### src/rtl/spi_reg_pkg.sv
// Shared types and constants for the SPI register controller.
package spi_reg_pkg;

  typedef enum logic [1:0] {
    IDLE = 2'd0,
    WR   = 2'd1,
    RD   = 2'd2
  } state_e;

  localparam int         CMD_WR_BIT   = 7;
  localparam logic [7:0] IDLE_TX_BYTE = 8'h00;
  localparam int         ERR_CNT_W    = 4;

endpackage

### src/rtl/spi_frame_timeout.sv
// Frame inactivity timer: counts idle cycles while a frame is open and flags
// the last cycle before the frame must be abandoned.
module spi_frame_timeout #(
  parameter int TIMEOUT_CYCLES = 16000
) (
  input  logic clk,
  input  logic rst,
  input  logic clear_i,
  input  logic enable_i,
  output logic expired_o
);

  localparam int CNT_W = (TIMEOUT_CYCLES > 1) ? $clog2(TIMEOUT_CYCLES) : 1;
  localparam logic [CNT_W-1:0] LAST_CNT = CNT_W'(TIMEOUT_CYCLES - 1);

  logic [CNT_W-1:0] cnt_q, cnt_d;

  assign expired_o = enable_i && (cnt_q == LAST_CNT);

  // Expiry also restarts from zero so the counter is already clean in IDLE.
  always_comb begin
    cnt_d = cnt_q + 1'b1;
    if (clear_i || !enable_i || expired_o) begin
      cnt_d = '0;
    end
  end

  always_ff @(posedge clk) begin
    if (rst) begin
      cnt_q <= '0;
    end else begin
      cnt_q <= cnt_d;
    end
  end

endmodule

### src/rtl/spi_reg_controller.sv
// Byte-stream register read/write sequencer behind an SPI byte reader.
// Optional SPI_REG_ERR_CNT_EN adds a saturating protocol error counter to the status read.
module spi_reg_controller
  import spi_reg_pkg::*;
#(
  parameter int  NUM_REGS       = 8,
  parameter int  TIMEOUT_CYCLES = 16000,
  localparam int ADDR_W         = $clog2(NUM_REGS)
) (
  input  logic                  clk,
  input  logic                  rst,
  input  logic [7:0]            rx_data,
  input  logic                  rx_valid,
  output logic [7:0]            tx_data,
  input  logic [7:0]            status_in,
  output logic [NUM_REGS*8-1:0] regs_flat,
  output logic                  wr_strobe,
  output logic [ADDR_W-1:0]     wr_addr
);

  localparam logic [ADDR_W-1:0] RO_ADDR = ADDR_W'(NUM_REGS - 1);

  state_e                     state_q, state_d;
  logic [ADDR_W-1:0]          ptr_q, ptr_d;
  logic [ADDR_W-1:0]          wr_addr_q, wr_addr_d;
  logic [7:0]                 tx_q, tx_d;
  logic                       wr_strobe_q, wr_strobe_d;
  logic [NUM_REGS-1:0][7:0]   regs_q;

  logic                       wr_en;
  logic                       rsvd_bad;
  logic                       expired;
  logic [ADDR_W-1:0]          cmd_addr;
  logic [ADDR_W-1:0]          rd_addr;
  logic [7:0]                 rd_byte;
  logic [7:0]                 status_val;

  assign cmd_addr = rx_data[ADDR_W-1:0];
  assign rsvd_bad = |(rx_data[6:0] >> ADDR_W);
  assign rd_addr  = (state_q == IDLE) ? cmd_addr : ptr_q;
  assign rd_byte  = (rd_addr == RO_ADDR) ? status_val : regs_q[rd_addr];
  assign wr_en    = (state_q == WR) && rx_valid && (ptr_q != RO_ADDR);

  spi_frame_timeout #(
    .TIMEOUT_CYCLES(TIMEOUT_CYCLES)
  ) u_timeout (
    .clk      (clk),
    .rst      (rst),
    .clear_i  (rx_valid),
    .enable_i (state_q != IDLE),
    .expired_o(expired)
  );

`ifdef SPI_REG_ERR_CNT_EN
  logic [ERR_CNT_W-1:0] err_cnt_q, err_cnt_d;
  logic                 unused_status_lo;

  // A write to the status slot is the software handle for clearing the count.
  always_comb begin
    err_cnt_d = err_cnt_q;
    if ((state_q == WR) && rx_valid && (ptr_q == RO_ADDR)) begin
      err_cnt_d = '0;
    end else if ((state_q == IDLE) && rx_valid && rsvd_bad && (err_cnt_q != '1)) begin
      err_cnt_d = err_cnt_q + 1'b1;
    end
  end

  always_ff @(posedge clk) begin
    if (rst) begin
      err_cnt_q <= '0;
    end else begin
      err_cnt_q <= err_cnt_d;
    end
  end

  assign status_val       = {status_in[7:4], err_cnt_q};
  assign unused_status_lo = ^status_in[3:0];
`else
  assign status_val = status_in;
`endif

  always_comb begin
    state_d     = state_q;
    ptr_d       = ptr_q;
    tx_d        = tx_q;
    wr_strobe_d = 1'b0;
    wr_addr_d   = wr_addr_q;
    case (state_q)
      IDLE: begin
        if (rx_valid && !rsvd_bad) begin
          if (rx_data[CMD_WR_BIT]) begin
            ptr_d   = cmd_addr;
            state_d = WR;
          end else begin
            tx_d    = rd_byte;
            ptr_d   = cmd_addr + 1'b1;
            state_d = RD;
          end
        end
      end
      WR: begin
        if (rx_valid) begin
          wr_strobe_d = wr_en;
          if (wr_en) begin
            wr_addr_d = ptr_q;
          end
          ptr_d = ptr_q + 1'b1;
        end else if (expired) begin
          state_d = IDLE;
          tx_d    = IDLE_TX_BYTE;
        end
      end
      RD: begin
        if (rx_valid) begin
          tx_d  = rd_byte;
          ptr_d = ptr_q + 1'b1;
        end else if (expired) begin
          state_d = IDLE;
          tx_d    = IDLE_TX_BYTE;
        end
      end
      default: begin
        state_d = IDLE;
      end
    endcase
  end

  always_ff @(posedge clk) begin
    if (rst) begin
      state_q     <= IDLE;
      ptr_q       <= '0;
      tx_q        <= IDLE_TX_BYTE;
      wr_strobe_q <= 1'b0;
      wr_addr_q   <= '0;
      regs_q      <= '0;
    end else begin
      state_q     <= state_d;
      ptr_q       <= ptr_d;
      tx_q        <= tx_d;
      wr_strobe_q <= wr_strobe_d;
      wr_addr_q   <= wr_addr_d;
      if (wr_en) begin
        regs_q[ptr_q] <= rx_data;
      end
    end
  end

  // The status slot is never stored, so its window in the flat bus is tied low.
  for (genvar gi = 0; gi < NUM_REGS; gi++) begin : g_flat
    if (gi == NUM_REGS - 1) begin : g_ro
      assign regs_flat[8*gi +: 8] = 8'h00;
    end else begin : g_rw
      assign regs_flat[8*gi +: 8] = regs_q[gi];
    end
  end

  assign tx_data   = tx_q;
  assign wr_strobe = wr_strobe_q;
  assign wr_addr   = wr_addr_q;

endmodule

### config.mk
export PLATFORM = sky130hd
export DESIGN_NAME = spi_reg_controller
export DESIGN_NICKNAME = d
export VERILOG_FILES = /design/src/rtl/spi_reg_pkg.sv /design/src/rtl/spi_frame_timeout.sv /design/src/rtl/spi_reg_controller.sv
export SDC_FILE = /design/constraint.sdc
export NUM_CORES = 1
export LEC_CHECK = 0
export CAP_MARGIN = 30
export CORE_MARGIN = 2
export CORE_UTILIZATION = 55
export DETAILED_ROUTE_END_ITERATION = 8
export PLACE_DENSITY = 0.81
export SYNTH_ARGS = -nofsm -noshare
export SYNTH_HDL_FRONTEND = slang
export SYNTH_SLANG_ARGS = --single-unit
### constraint.sdc
create_clock -name clk -period 5.7 [get_ports clk]
set_input_delay 1.14 -clock clk [delete_from_list [all_inputs] [get_ports clk]]
set_output_delay 1.14 -clock clk [all_outputs]
set_load 0.05 [all_outputs]
==> impl_metrics.env <==
export IMPL_drv_slew=0
export IMPL_synth_top_family_by_area="multiplexers"
export IMPL_post_cts_setup_buffers=0
export IMPL_crit_path_start="rx_valid"
export IMPL_start_util_pct=57.26
export IMPL_timing_critical_path_buf_inv=1
export IMPL_wl_um=10310
export IMPL_cp_required_ns=5.93
export IMPL_power_w=0.001321
export IMPL_crit_type="in2reg"
export IMPL_setup_viol=0
export IMPL_via_per_inst=5.571
export IMPL_clk_pin_slew_ns=0.09
export IMPL_wl_per_cell_um=17.68
export IMPL_hp_class="reg2reg"
export IMPL_io_pins=95
export IMPL_synth_seq_cells=87
export IMPL_cts_tree="yes"
export IMPL_dr_pass1_iters=5
export IMPL_core_rowCount=32
export IMPL_synth_compound_area_share_pct=4.450
export IMPL_crit_path_end_kind="flop"
export IMPL_fmax_mhz=290.5
export IMPL_grt_pass1_vias=3154
export IMPL_relSlewSlack_pct=47.69
export IMPL_power_density_nw_per_um2=257.4
export IMPL_synth_flop_cell="dfxtp_1"
export IMPL_synthSimpleGateAreaFrac_pct=14.05
export IMPL_dp_hpwl_um=7307
export IMPL_grt_max_degree=70
export IMPL_crit_chain="clkdlybuf4s50_1 > nand3b_1 > nor2_1 > nand3b_1 > mux2i_1 > nor2_1"
export IMPL_skew_ns=0.01343
export IMPL_yosys_area_top_type="dfxtp_1"
export IMPL_nNetsFinal=504
export IMPL_vias=3248
export IMPL_die_y_um=94.16
export IMPL_numCtsBuffers=9
export IMPL_synthAdderAreaFrac_pct=2.519
export IMPL_antenna_left=0
export IMPL_antenna_found_initial=0
export IMPL_hold_start="u_timeout.cnt_q[0]"
export IMPL_portBuffers=86
export IMPL_vdd_ir_drop_max_uv=162.6
export IMPL_syn_cell_area_sq_um=4471
export IMPL_syn_avg_cell_area_sq_um=9.740
export IMPL_setup_tns_ns=0
export IMPL_drive_above_1_share_pct=12.06
export IMPL_drc=0
export IMPL_clockRootBuffer="clkbuf_8"
export IMPL_synth_edff_count=0
export IMPL_fin_crit_ns=3.443
export IMPL_muxShareOfSynthArea_pct=22.87
export IMPL_cp_slowest_stage_delay_ns=0.68
export IMPL_worstSkewPairLatency_ns=0.37
export IMPL_antenna_cells=0
export IMPL_cts_buffer_depth=2
export IMPL_finish_utilization_pct=65.75
export IMPL_async_reset_ff_share_pct=0
export IMPL_ys_warn_count=0
export IMPL_synth_top_area_share_pct=38.96
export IMPL_ctsHoldBuffers=0
export IMPL_synth_most_common_cell="dfxtp_1"
export IMPL_yosysUniqueCellTypes=39
export IMPL_synthCells=459
export IMPL_coreArea_sq_um=7807
export IMPL_grt_first_pass_wirelength_um=16560
export IMPL_drv_cap=0
export IMPL_p_leak_nw=1.970
export IMPL_synthTopCellsByCount="dfxtp_1, nor2_1, buf_4"
export IMPL_status="finished, final reports clean"
export IMPL_area_growth_pct=14.83
export IMPL_fp_dieW_um=94.16
export IMPL_reg2reg_from="ptr_q[1]"
export IMPL_period_share_pct=60.40
export IMPL_cpMaxStageDelayCell="clkdlybuf4s50_1"
export IMPL_rsz0062_at_grt="no"
export IMPL_ctsResizeCount=0
export IMPL_cts_sinks=87
export IMPL_drtIter0Drc=296
export IMPL_arrival_ns=3.67
export IMPL_grt_ovfl_total=0
export IMPL_startpoint_type="input port"
export IMPL_cp_max_fo=12
export IMPL_cp_top_family="simple AND/OR/NAND/NOR gates"
export IMPL_synthTopCellsByArea="dfxtp_1, mux2i_1, buf_4"
export IMPL_htreeDepth=3
export IMPL_track_usage_pct=24.57
export IMPL_tightest_slew_ns=0.7846
export IMPL_synth_xor_area_share_pct=2.743
export IMPL_seq_area_frac_synth_pct=38.96
export IMPL_die_area_sq_um=8865
export IMPL_hold_viol=0
export IMPL_place_gp_congestion=0.7900
-- path summary, 6_finish.rpt --
kind	depth (start not counted)	slack (ns)	to
setup reg to reg	7	2.88	regs_flat[17]
setup / recovery	6	2.26	regs_flat[17]
hold / removal	1	0.44	u_timeout.cnt_q[0]
hold reg to reg	1	0.44	u_timeout.cnt_q[0]
-- layer usage --
metal | wire [um] | part of all wire, % | global-route usage, %
met1 | 4689 | 45 | 34.00
met4 | 104 | 1.0 | 6.763
met5 | 0 | 0 | 0
met2 | 4933 | 48 | 39.11
met3 | 582 | 5.6 | 5.056
-- state kept, by name (all words and copies together), names as in the netlist --
name             count
tx_data              8
regs_flat           56
wr_addr              3
ptr_q                3
wr_strobe            1
u_timeout.cnt_q     14
state_q              2
-- through the flow --
stage,instances,worst slack (ns),hold WS [ns],cell area (sq um)
after floorplan,466,2.691,0.4129,4497
after global placement,564,1.850,0.4249,4900
after detailed placement,565,1.915,0.4325,4911
after CTS,581,2.323,0.4455,5119
after global routing,583,2.108,0.4837,5134
final,583,2.257,0.4445,5134
-- kinds of logic after synthesis --
group | Yosys count
and+or+nand+nor | 139
buffers and inverters | 100
DFF | 87
muxes | 80
AOI/OAI and AO/OA | 29
xor gates and xnor gates | 14
adders and majority gates | 9
other | 1
-- layout by cell type (no fill, tap or decap), drive strengths merged, types with 5 or more instances in the layout --
cell type	netlist	layout
nand3	14	14
conb	1	8
dfxtp	87	87
mux2i	56	56
nand2	23	23
clkdlybuf4s50	0	85
ha	9	9
a22o	8	8
mux2	8	8
inv	4	9
xnor2	10	10
buf	76	9
nor2	73	73
mux4	16	16
nor3	5	5
a21oi	13	13
clkbuf	20	10
-- area by class of cell --
| cell class | instances | area (sq um) |
|---|---|---|
| sequential | 87 | 1742 |
| timing repair buffer | 95 | 927.1 |
| fill | 621 | 2674 |
| inverter | 4 | 15.01 |
| clock buffer | 9 | 123.9 |
| tap | 102 | 127.6 |
| multi-input combinational | 279 | 2115 |
| clock inverter | 7 | 83.83 |
-- power breakdown --
group	internal (W)	leakage, nW	switching [W]
clock network	0.000212	0.103	0.000243
logic	0.0000950	1.17	0.000139
registers	0.000618	0.701	0.0000148
Power figures use the tool's default switching activity.
